<file path="config.mk">
export PLATFORM = sky130hd
export DESIGN_NAME = sfp_array
export DESIGN_NICKNAME = d
export VERILOG_FILES = /design/src/rtl/sfp_array.sv
export SDC_FILE = /design/constraint.sdc
export NUM_CORES = 1
export LEC_CHECK = 0
export ABC_AREA = 1
export CORE_MARGIN = 10
export CORE_UTILIZATION = 53
export DETAILED_ROUTE_END_ITERATION = 8
export PLACE_DENSITY_LB_ADDON = 0.2
export SLEW_MARGIN = 20
export SYNTH_ARGS = -nofsm -noshare
export SYNTH_HDL_FRONTEND = slang
export SYNTH_SLANG_ARGS = --single-unit
</file>
<file path="constraint.sdc">
create_clock -name clk -period 3.6 [get_ports clk]
set_clock_uncertainty 0.05 [all_clocks]
set_input_delay 1.08 -clock clk [delete_from_list [all_inputs] [get_ports clk]]
set_output_delay 1.08 -clock clk [all_outputs]
set_load 0.02 [all_outputs]
</file>
<file path="src/rtl/sfp_array.sv">
// Multi-channel special-function processor: per-column saturating accumulators,
// a one-cycle activation pass, and a serial valid/ready drain that clears the tile.
module sfp_array #(
  parameter int bw      = 4,
  parameter int psum_bw = 16,
  parameter int col     = 8,
  parameter int leak_sh = 2
) (
  input  logic                     clk,
  input  logic                     reset,
  input  logic [col*bw-1:0]        in,
  input  logic                     acc,
  input  logic                     act_go,
  input  logic [1:0]               act_mode,
  input  logic [psum_bw-1:0]       thres,
  input  logic                     drain,
  output logic [psum_bw-1:0]       out,
  output logic [$clog2(col)-1:0]   out_ch,
  output logic                     out_valid,
  input  logic                     out_ready,
  output logic [col*psum_bw-1:0]   psum_bus,
  output logic                     busy,
  output logic                     sat
);

  localparam int CW = $clog2(col);
  localparam logic signed [psum_bw-1:0] SMAX = {1'b0, {(psum_bw-1){1'b1}}};
  localparam logic signed [psum_bw-1:0] SMIN = {1'b1, {(psum_bw-1){1'b0}}};

  typedef enum logic [1:0] {IDLE, ACT, DRAIN} state_t;

  state_t                     state_q;
  logic signed [psum_bw-1:0]  psum_q [col];
  logic signed [psum_bw:0]    sum_d  [col];
  logic signed [psum_bw-1:0]  acc_d  [col];
  logic signed [psum_bw-1:0]  act_d  [col];
  logic [col-1:0]             clip_d;
  logic [1:0]                 mode_q;
  logic signed [psum_bw-1:0]  thres_q;
  logic [CW-1:0]              out_ch_q;
  logic                       sat_q;

  // One guard bit catches overflow: the top two sum bits disagree exactly when clamping is needed.
  always_comb begin
    for (int k = 0; k < col; k++) begin
      sum_d[k]  = $signed({psum_q[k][psum_bw-1], psum_q[k]})
                + $signed({{(psum_bw+1-bw){in[k*bw+bw-1]}}, in[k*bw +: bw]});
      clip_d[k] = sum_d[k][psum_bw] ^ sum_d[k][psum_bw-1];
      if (clip_d[k]) acc_d[k] = sum_d[k][psum_bw] ? SMIN : SMAX;
      else           acc_d[k] = sum_d[k][psum_bw-1:0];
      act_d[k] = psum_q[k];
      case (mode_q)
        2'd1:    if (psum_q[k] < thres_q) act_d[k] = '0;
        2'd2:    if (psum_q[k][psum_bw-1]) act_d[k] = psum_q[k] >>> leak_sh;
        2'd3:    if (psum_q[k] < thres_q) act_d[k] = thres_q;
        default: act_d[k] = psum_q[k];
      endcase
    end
  end

  always_comb begin
    psum_bus = '0;
    for (int k = 0; k < col; k++) psum_bus[k*psum_bw +: psum_bw] = psum_q[k];
  end

  always_ff @(posedge clk) begin
    if (!reset) begin
      state_q  <= IDLE;
      out_ch_q <= '0;
      sat_q    <= 1'b0;
      mode_q   <= '0;
      thres_q  <= '0;
      for (int k = 0; k < col; k++) psum_q[k] <= '0;
    end else begin
      case (state_q)
        IDLE: begin
          if (acc) begin
            for (int k = 0; k < col; k++) psum_q[k] <= acc_d[k];
            if (|clip_d) sat_q <= 1'b1;
          end else if (act_go) begin
            mode_q  <= act_mode;
            thres_q <= thres;
            state_q <= ACT;
          end else if (drain) begin
            out_ch_q <= '0;
            state_q  <= DRAIN;
          end
        end
        ACT: begin
          for (int k = 0; k < col; k++) psum_q[k] <= act_d[k];
          state_q <= IDLE;
        end
        DRAIN: begin
          // Final handshake wipes the tile so the next one starts from zero.
          if (out_ready) begin
            if (out_ch_q == CW'(col-1)) begin
              for (int k = 0; k < col; k++) psum_q[k] <= '0;
              sat_q    <= 1'b0;
              out_ch_q <= '0;
              state_q  <= IDLE;
            end else begin
              out_ch_q <= out_ch_q + CW'(1);
            end
          end
        end
        default: state_q <= IDLE;
      endcase
    end
  end

  assign out       = psum_q[out_ch_q];
  assign out_ch    = out_ch_q;
  assign out_valid = (state_q == DRAIN);
  assign busy      = (state_q != IDLE);
  assign sat       = sat_q;

endmodule

</file>
==> results.yml <==
global_route:
  first_global_vias: 21500
  gr-usage-met3_pct: 7.75
  gr-total-overflow: 0
  use_met1_pct: 45.4
  antenna_found_initial: 1
  grt_max_degree: 63
  met2_usage_pct: 53.7
  gr-max-usage-layer: "met2"
  grt_usage_pct: 35.3
  grt_pass1_wl_um: 122000
die:
  die-area_mm2: 0.0439
  die_w_um: 210
  coreArea_mm2: 0.0355
  start_util_pct: 53.6
  fp.dieH_um: 210
  num_rows: 69
  io_pins: 206
synthesis:
  avgSynthCellArea_um2: 6.25
  synth_top_family_by_area: "simple AND/OR/NAND/NOR gates"
  synth_mux_area_share_pct: 0
  yosysSeqAreaShare_pct: 19.7
  yosys_warnings: 0
  synth-seq-cells: 155
  synth.distinct_cells: 52
  synth-simple-area-share_pct: 30.0
  synthCells: 3047
  synthArstFlopShare_pct: 0
  synth_edf_count: 64
  synth-xor-area-share_pct: 4.19
  synthesis.nets: 3364
  synthAdderAreaFrac_pct: 17.5
  ys.flop_type: "dfxtp_1"
  synth_compound_area_share_pct: 19.3
  syn_area_mm2: 0.0190
route:
  drc_errors: 0
  num_vias: 23000
  vias_per_cell: 5.85
  avgRoutedWirePerCell_um: 20.6
  antenna_left: 0
  dr.pass1.iters: 7
  first_iter_violations: 3048
  wirelength_um: 81100
sta:
  final-setup-viol-count: 0
  hold_viol: 0
  finalWorstSetupSlack_ns: 0.0560
  grt_setup_unrepaired: "true"
  slew_violations: 0
  setup_tns_ns: 0
  tightest_slew_ns: 0.965
  fin_crit_sh_pct: 98.4
  fmax_mhz: 282
  maxSlewHeadroom_pct: 35.5
  post-route-min-period_ns: 3.54
finish:
  final_cells: 3935
  area_growth_pct: 26.8
  fill_cells: 3248
  multiInputGateArea_mm2: 0.0136
  fin_nets: 3774
  layout.cells.most_common_list: "943 x nand2_1, 334 x inv_1, 313 x a21oi_1, 275 x buf_4, 253 x ha_1"
  layout_commonest_cell: "nand2_1"
  drive_gt1_share_pct: 11.3
  final-seq-area_mm2: 0.00374
critical_path:
  crit_fanout: 7
  crit_required_ns: 2.47
  end_kind: "output pin"
  crit_type: "flip-flop to output pin"
  cp-start-kind: "flip-flop"
  ff2ff_path_depth: 17
  crit_arrival_ns: 2.41
clock_network:
  clk_pin_slew_ns: 0.07
  cts_buffers: 17
  cts_tree: "done"
  clock-sinks: 155
  cts_buffer_depth: 2
  clkLatencyLatePin_ns: 0.47
  cts_hold_buf: 0
  h-tree-depth: 4
  cts_root_buf: "clkbuf_16"
pwr:
  ir_drop_uv: 471
  power.leakage_nw: 12.6
  pwr_density_cell_mw_per_mm2: 675
place:
  gp_congestion: 1.06
  place_inst: 3896
  io_buffers: 205
  dp_hpwl_um: 62900
  dpl_worst_slack_ns: -0.518
worst_hold_path:
  hold-path-cell-count: 2
  min_path_type: "flip-flop to flip-flop"
outcome:
  status: "completed"
run:
  maxCapViolations: 0
[path summary, 6_finish.rpt]
kind / slack, ns / startpoint / end
setup / recovery: 0.06 / flip-flop / out[11]
hold / removal: 0.46 / sat / sat
setup reg to reg: 0.67 / psum_q[2][0] / sat
hold reg to reg: 0.46 / sat / sat
[worst max-delay path, stage by stage, from the launching register on]
cell and delay (ns):
dfxtp_1 0.51, clkinvlp_4 0.18, buf_4 0.20, a221oi_1 0.28, a31oi_1 0.07, buf_4 0.17
clkdlybuf4s50_1 0.54
[routing by layer]
metal  vias up  part of all wire (%)
li1      10900                     -
met1     10400                    39
met2      1396                    42
met3       266                    12
met4         0                   5.9
met5         -                     0
[per-stage QoR]
step	utilization [%]	hold slack [ns]	total power, W	area [µm²]
global route	68.0	0.470	0.0175	24100
detailed placement	65.9	0.441	0.0140	23400
CTS	67.9	0.456	0.0160	24100
global placement	65.9	0.433	0.0137	23400
floorplan	-	0.418	0.00948	19000
finish	68.0	0.463	0.0163	24100
[cell usage after synthesis (20+ instances only)]
library cell  count  area (µm²)
a21oi_1         316        1580
a31oi_1          47         294
buf_2            20         100
clkbuf_1         57         214
dfxtp_1          91        1820
edfxtp_1         64        1920
ha_1            253        3170
inv_1           335        1260
nand2_1         944        3540
nand3_1         134         671
nor2_1          229         860
nor3_1           21         105
o21ai_0         242        1210
o21ai_1          30         150
xnor2_1          38         333
xor2_1           53         464
[cell type report]
| cell class | count | area share [%] |
|---|---|---|
| antenna | 4 | 0.0415 |
| clock buffer | 20 | 2.00 |
| clock inverter | 12 | 0.617 |
| inverter | 350 | 5.48 |
| multi-input combinational | 2444 | 56.3 |
| sequential | 155 | 15.5 |
| tap | 461 | 2.39 |
| timing repair buffer | 488 | 17.6 |
| timing repair inverter | 1 | 0.0311 |
[registers in the layout (all words and copies together), names as in the netlist, named ones only]
signal   cells
thres_q     16
mode_q       2
state_q      2
out_ch       3
sat          1
psum_q     128
[kinds of logic (layout without fill, tap and decap cells)]
family                     after synthesis  after routing
and+or+nand+nor                       1405           1405
buffers and inverters                  448            871
xor gates and xnor gates                91             91
other                                    0              4
DFF                                    155            155
adders and majority gates              261            261
AOI/OAI and AO/OA                      687            687
[where the power goes]
group	total (W)	internal, W	leakage [nW]	switching [W]
clock network	0.00201	0.00113	0.310	0.000879
registers	0.00316	0.00236	1.45	0.000801
logic	0.0111	0.00471	10.8	0.00642
total	0.0163	0.00819	12.6	0.00810
[timing repair]
action,CTS,global route
cloned,1,0
gates resized for setup,30,8
setup buffers,2,0
pin swaps,1,0
endpoints found under the setup margin,16,12
Power figures use the tool's default switching activity.
